===== config.mk =====
export PLATFORM = sky130hd
export DESIGN_NAME = mem_arbiter
export DESIGN_NICKNAME = d
export VERILOG_FILES = /design/src/rtl/mem_arbiter.sv
export SDC_FILE = /design/constraint.sdc
export NUM_CORES = 1
export LEC_CHECK = 0
export ABC_AREA = 0
export BUFFER_PORTS_ARGS = -buffer_cell sky130_fd_sc_hd__buf_2
export CORE_MARGIN = 10
export CORE_UTILIZATION = 51
export DETAILED_ROUTE_END_ITERATION = 16
export MAX_ROUTING_LAYER = met4
export PLACE_DENSITY_LB_ADDON = 0.2
export SYNTH_ARGS = -nofsm -noshare
export SYNTH_HDL_FRONTEND = slang
export SYNTH_SLANG_ARGS = --single-unit

===== constraint.sdc =====
create_clock -name clk -period 7.2 [get_ports clk]
set_clock_uncertainty 0.1 [all_clocks]
set_input_delay 0.72 -clock clk [delete_from_list [all_inputs] [get_ports clk]]
set_output_delay 0.72 -clock clk [all_outputs]
set_load 0.02 [all_outputs]

===== src/rtl/mem_arbiter.sv =====
// mem_arbiter: round-robin arbiter sharing one data-memory port between fetch (F) and load/store (L)
// Ports:
//   clk, rst                       clock, asynchronous active-high reset
//   f_req/f_addr                   fetch read request (held until f_gnt)
//   f_gnt/f_rvalid/f_rdata         fetch grant pulse, read-data valid pulse, read data
//   l_req/l_we/l_addr/l_wdata      load/store request (held until l_gnt)
//   l_gnt/l_rvalid/l_rdata         load/store grant pulse, read-data valid pulse, read data
//   m_addr/m_wd/m_mw/m_mr/m_rd     memory address, write data, write/read strobes, read data
//   busy                           high whenever an access is in progress
module mem_arbiter #(
  parameter int WIDTH  = 32,
  parameter int ADDR_W = 15,
  parameter int LAT    = 2
) (
  input  logic              clk,
  input  logic              rst,
  input  logic              f_req,
  input  logic [ADDR_W-1:0] f_addr,
  output logic              f_gnt,
  output logic              f_rvalid,
  output logic [WIDTH-1:0]  f_rdata,
  input  logic              l_req,
  input  logic              l_we,
  input  logic [ADDR_W-1:0] l_addr,
  input  logic [WIDTH-1:0]  l_wdata,
  output logic              l_gnt,
  output logic              l_rvalid,
  output logic [WIDTH-1:0]  l_rdata,
  output logic [ADDR_W-1:0] m_addr,
  output logic [WIDTH-1:0]  m_wd,
  output logic              m_mw,
  output logic              m_mr,
  input  logic [WIDTH-1:0]  m_rd,
  output logic              busy
);
  typedef enum logic [1:0] {IDLE, ISSUE, WAIT, RESP} state_t;
  state_t state_q, state_d;
  logic last_l_q, last_l_d, win_l_q, win_l_d;
  logic [3:0] cnt_q, cnt_d;
  logic f_gnt_q, f_gnt_d, l_gnt_q, l_gnt_d, mr_q, mr_d, mw_q, mw_d;
  logic f_rv_q, f_rv_d, l_rv_q, l_rv_d;
  logic [ADDR_W-1:0] addr_q, addr_d;
  logic [WIDTH-1:0] wd_q, wd_d, f_rd_q, f_rd_d, l_rd_q, l_rd_d;
  logic pick_l, pick_we;
  // L wins when it is the only requester, or on contention when F was granted last
  assign pick_l  = l_req & (~f_req | ~last_l_q);
  assign pick_we = pick_l & l_we;
  always_comb begin
    state_d  = state_q;
    last_l_d = last_l_q;
    win_l_d  = win_l_q;
    cnt_d    = cnt_q;
    f_gnt_d  = 1'b0;
    l_gnt_d  = 1'b0;
    mr_d     = 1'b0;
    mw_d     = 1'b0;
    f_rv_d   = 1'b0;
    l_rv_d   = 1'b0;
    addr_d   = addr_q;
    wd_d     = wd_q;
    f_rd_d   = f_rd_q;
    l_rd_d   = l_rd_q;
    case (state_q)
      IDLE: if (f_req | l_req) begin
        state_d  = ISSUE;
        last_l_d = pick_l;
        win_l_d  = pick_l;
        f_gnt_d  = ~pick_l;
        l_gnt_d  = pick_l;
        mr_d     = ~pick_we;
        mw_d     = pick_we;
        addr_d   = pick_l ? l_addr : f_addr;
        wd_d     = pick_we ? l_wdata : wd_q;
      end
      // mw_q is still high during ISSUE, so it tells a write from a read here
      ISSUE: begin
        state_d = mw_q ? IDLE : WAIT;
        cnt_d   = 4'(LAT - 1);
      end
      // the last WAIT cycle is exactly LAT cycles after ISSUE, when m_rd is valid
      WAIT: if (cnt_q == 4'd0) begin
        state_d = RESP;
        f_rv_d  = ~win_l_q;
        l_rv_d  = win_l_q;
        f_rd_d  = win_l_q ? f_rd_q : m_rd;
        l_rd_d  = win_l_q ? m_rd : l_rd_q;
      end else begin
        cnt_d = cnt_q - 4'd1;
      end
      default: state_d = IDLE;
    endcase
  end
  always_ff @(posedge clk or posedge rst) begin
    if (rst) begin
      state_q  <= IDLE;
      last_l_q <= 1'b1;
      win_l_q  <= 1'b0;
      cnt_q    <= '0;
      f_gnt_q  <= 1'b0;
      l_gnt_q  <= 1'b0;
      mr_q     <= 1'b0;
      mw_q     <= 1'b0;
      f_rv_q   <= 1'b0;
      l_rv_q   <= 1'b0;
      addr_q   <= '0;
      wd_q     <= '0;
      f_rd_q   <= '0;
      l_rd_q   <= '0;
    end else begin
      state_q  <= state_d;
      last_l_q <= last_l_d;
      win_l_q  <= win_l_d;
      cnt_q    <= cnt_d;
      f_gnt_q  <= f_gnt_d;
      l_gnt_q  <= l_gnt_d;
      mr_q     <= mr_d;
      mw_q     <= mw_d;
      f_rv_q   <= f_rv_d;
      l_rv_q   <= l_rv_d;
      addr_q   <= addr_d;
      wd_q     <= wd_d;
      f_rd_q   <= f_rd_d;
      l_rd_q   <= l_rd_d;
    end
  end
  assign f_gnt    = f_gnt_q;
  assign l_gnt    = l_gnt_q;
  assign f_rvalid = f_rv_q;
  assign l_rvalid = l_rv_q;
  assign f_rdata  = f_rd_q;
  assign l_rdata  = l_rd_q;
  assign m_addr   = addr_q;
  assign m_wd     = wd_q;
  assign m_mr     = mr_q;
  assign m_mw     = mw_q;
  assign busy     = state_q != IDLE;
endmodule


==> parameters.txt <==
Parameter                              Value

Outcome
  Status ... completed

STA
  Final critical-path required period ... 3.28 ns
  # setup viols final ... 0
  Final-report hold violation count ... 0
  Actual slew at the worst max-slew pin ... 1.25 ns
  Fmax ... 0.305 GHz
  Final slew viol count ... 0
  Sum of negative setup slack ... 0 ns
  Share of the clock period used by the worst path ... 45.6%
  Setup repair after global routing missed its margin ... no
  Max-slew headroom at the worst pin ... 16.3%
  Hold WS ... 0.210 ns

Cells and area
  Area growth from synthesis to layout ... 35.5%
  Number of cells in the finished layout apart from fillers ... 707
  Fraction of layout instances using a drive strength above 1 ... 60.7%
  Final core utilization ... 71.5%
  Number of nets in the layout ... 665
  Post-route cell area ... 6640 µm²

CTS
  H-tree Lvls ... 4
  # Post-CTS Setup Buffers ... 0
  Largest buffer count on any clock path ... 2
  Cts-stage hold buffer count ... 0
  Clock transition at the register clock pins on the worst setup and hold paths after CTS ... 0.06 ns
  Number of instances resized during post-cts repair ... 0
  Clk_lat worst skew ... 0.49 ns
  Sink count of the clock tree ... 125
  Clock buffers created by TritonCTS ... 17
  CTS tree ... done
  Buffer type at the clock tree root ... clkbuf_8

Routing
  Count of antenna-violating nets left after detailed routing ... 0
  Residual DRC ... 0
  Wire length reported by the detailed router ... 13000 µm
  Routed via count ... 3592
  DRT Pass-1 Iters ... 4
  Number of design-rule violations left by the first detailed-router iteration ... 174
  Average vias per placed instance ... 5.08
  Wire length per cell after detailed routing ... 18.4 µm

Global route
  GRT busiest layer ... met2
  Met2 usage ... 33.9%
  Tot GR Track Use ... 19.2%
  Fraction of met3 tracks used by global routing ... 6.62%
  Vias in the first global route ... 4152
  Sum of overflow across all layers after global routing ... 0
  Met1 capacity usage during global routing ... 18.8%
  Global-route wire length before repair ... 20900 µm
  Number of antenna violations at the first check in global routing ... 1
  Pin count of the biggest net entering global routing ... 77

Place
  DP Area ... 6060 µm²
  GPL Wtd Cong ... 0.784
  Inst Count DP ... 674
  Total of buffers placed on input and output ports ... 216
  DP Wirelength ... 9710 µm

Yosys
  Number of distinct library cell variants in the gate-level netlist after synthesis ... 38
  Cell types occupying the most area after synthesis ... dfrtp_1 63%, mux2_2 22%, nand2_1 2.5%
  Number of flops mapped to enable cells by yosys ... 0
  Count of warnings emitted by yosys ... 0
  Synthesized netlist net count ... 446
  Mapped Area ... 4900 µm²
  Synthesized instance count ... 345
  Async set or reset register ratio after synthesis ... 100%
  Post-synth top flop ... dfrtp_1
  Seq/Total Area, Yosys ... 63.9%
  Seq cells post-synth ... 125
  Top cell type's share of synthesized area ... 63.3%
  Area leader, netlist ... dfrtp_1
  Avg Synthesized Cell Area ... 14.2 µm²

Floorplan
  Overall die area ... 13900 µm²
  Width of the die ... 118 µm
  Row count ... 35
  Initial Util ... 52.8%
  Vertical die dimension ... 118 µm
  Number of top-level design ports ... 217
  Std-Cell Core Area ... 9280 µm²

Job
  Maximum Capacitance Violations ... 0

Setup path
  Element type at the critical path start ... register
  Critical path peak fanout ... 20
  Critical path arrival ... 2.46 ns
  WS Path Type ... reg2out
  Req. time, crit path ... 6.38 ns
  Sort of element at the end of the critical path ... output port

Power and ir drop
  Ratio of total power to cell area ... 512 nW/µm²
  Leakage power total ... 3.31 nW
  Worst-case vdd ir drop ... 0.293 mV

Hold path
  Kind of path behind the tightest hold check ... in2async
## stage by stage
| stage | setup slack [ns] | total power, mW |
|---|---|---|
| 2_1_floorplan | 3.05 | 2.10 |
| 3_3_place_gp | 4.48 | 2.57 |
| 3_5_place_dp | 4.44 | 2.63 |
| 4_1_cts | 3.91 | 3.44 |
| 5_1_grt | 3.77 | 3.60 |
| 6_report | 3.92 | 3.40 |
## power breakdown
part	internal, mW	total (mW)	switching [mW]
registers	1.05	1.23	0.183
logic	0.541	1.36	0.822
clock network	0.502	0.807	0.305
## cells in the final DEF (no fill, tap or decap), drive strengths merged, types with 3 or more instances in the layout
| cell | synthesis | routed |
|---|---|---|
| clkbuf | 9 | 19 |
| clkinvlp | 0 | 5 |
| a21oi | 17 | 17 |
| buf | 11 | 220 |
| a31oi | 14 | 14 |
| nor2 | 4 | 4 |
| dfrtp | 124 | 124 |
| inv | 5 | 6 |
| mux2 | 96 | 96 |
| nand3 | 3 | 3 |
| a21o | 3 | 3 |
| clkinv | 0 | 5 |
| nand2 | 33 | 33 |
## state kept, by name (all words and copies together) (netlist names)
name,count
cnt_q,4
f_gnt,1
f_rdata,32
f_rvalid,1
l_gnt,1
l_rdata,32
l_rvalid,1
last_l_q,1
m_addr,15
m_mr,1
m_mw,1
m_wd,32
state_q,2
win_l_q,1
## per-layer routing
layer | vias to the layer above | part of all wire (%)
li1 | 1660 | -
met1 | 1772 | 37
met2 | 131 | 54
met3 | 29 | 6.3
met4 | 0 | 2.9
met5 | - | 0
## path summary, 6_finish.rpt
path / cells past startpoint / slack [ns] / to / from
max: 3 / 3.92 / busy / state_q[0]
min: 2 / 0.21 / m_wd[16] / rst
max reg2reg: 4 / 4.39 / m_wd[30] / state_q[0]
min reg2reg: 1 / 0.39 / f_rdata[27] / f_rdata[27]
max in group asynchronous: 3 / 5.40 / cnt_q[0] / rst
min in group clk: 2 / 0.34 / m_mr / l_we
## critical path, cell delays in order, from the launching register on
cell,delay [ns]
dfrtp_1,0.48
nor2_1,0.99
inv_1,0.25
buf_2,0.25
## final cells by class
type / instances / area (µm²)
Sequential cell: 125 / 3130
Fill cell: 703 / 2640
Multi-Input combinational cell: 195 / 1640
Timing Repair Buffer: 220 / 1110
Clock buffer: 19 / 432
Tap cell: 129 / 161
Clock inverter: 13 / 143
Inverter: 5 / 21.3
Antenna cell: 1 / 2.50
## logic make-up (layout without fill, tap and decap cells)
family / count (synthesis) / count (layout) / share of synthesized area (%)
adder cells (fa/ha/maj): 2 / 2 / 0.511
multiplexers: 96 / 96 / 22.1
flip-flops: 125 / 125 / 63.9
other: 0 / 1 / 0
AO/OA/AOI/OAI: 42 / 42 / 5.36
buffers and inverters: 25 / 257 / 2.76
AND/OR/NAND/NOR: 55 / 55 / 5.44
## Yosys cell counts (2+ instances only)
| cell type | instances |
|---|---|
| mux2_1 | 2 |
| dfrtp_1 | 124 |
| nor2b_1 | 2 |
| nand2_1 | 33 |
| nor2_1 | 4 |
| clkbuf_1 | 8 |
| buf_2 | 5 |
| nand3_1 | 3 |
| inv_1 | 5 |
| a31oi_1 | 14 |
| ha_1 | 2 |
| buf_6 | 3 |
| and3_1 | 2 |
| a21oi_1 | 17 |
| buf_4 | 3 |
| mux2_2 | 94 |
| a21o_1 | 3 |
Power figures use the tool's default switching activity.
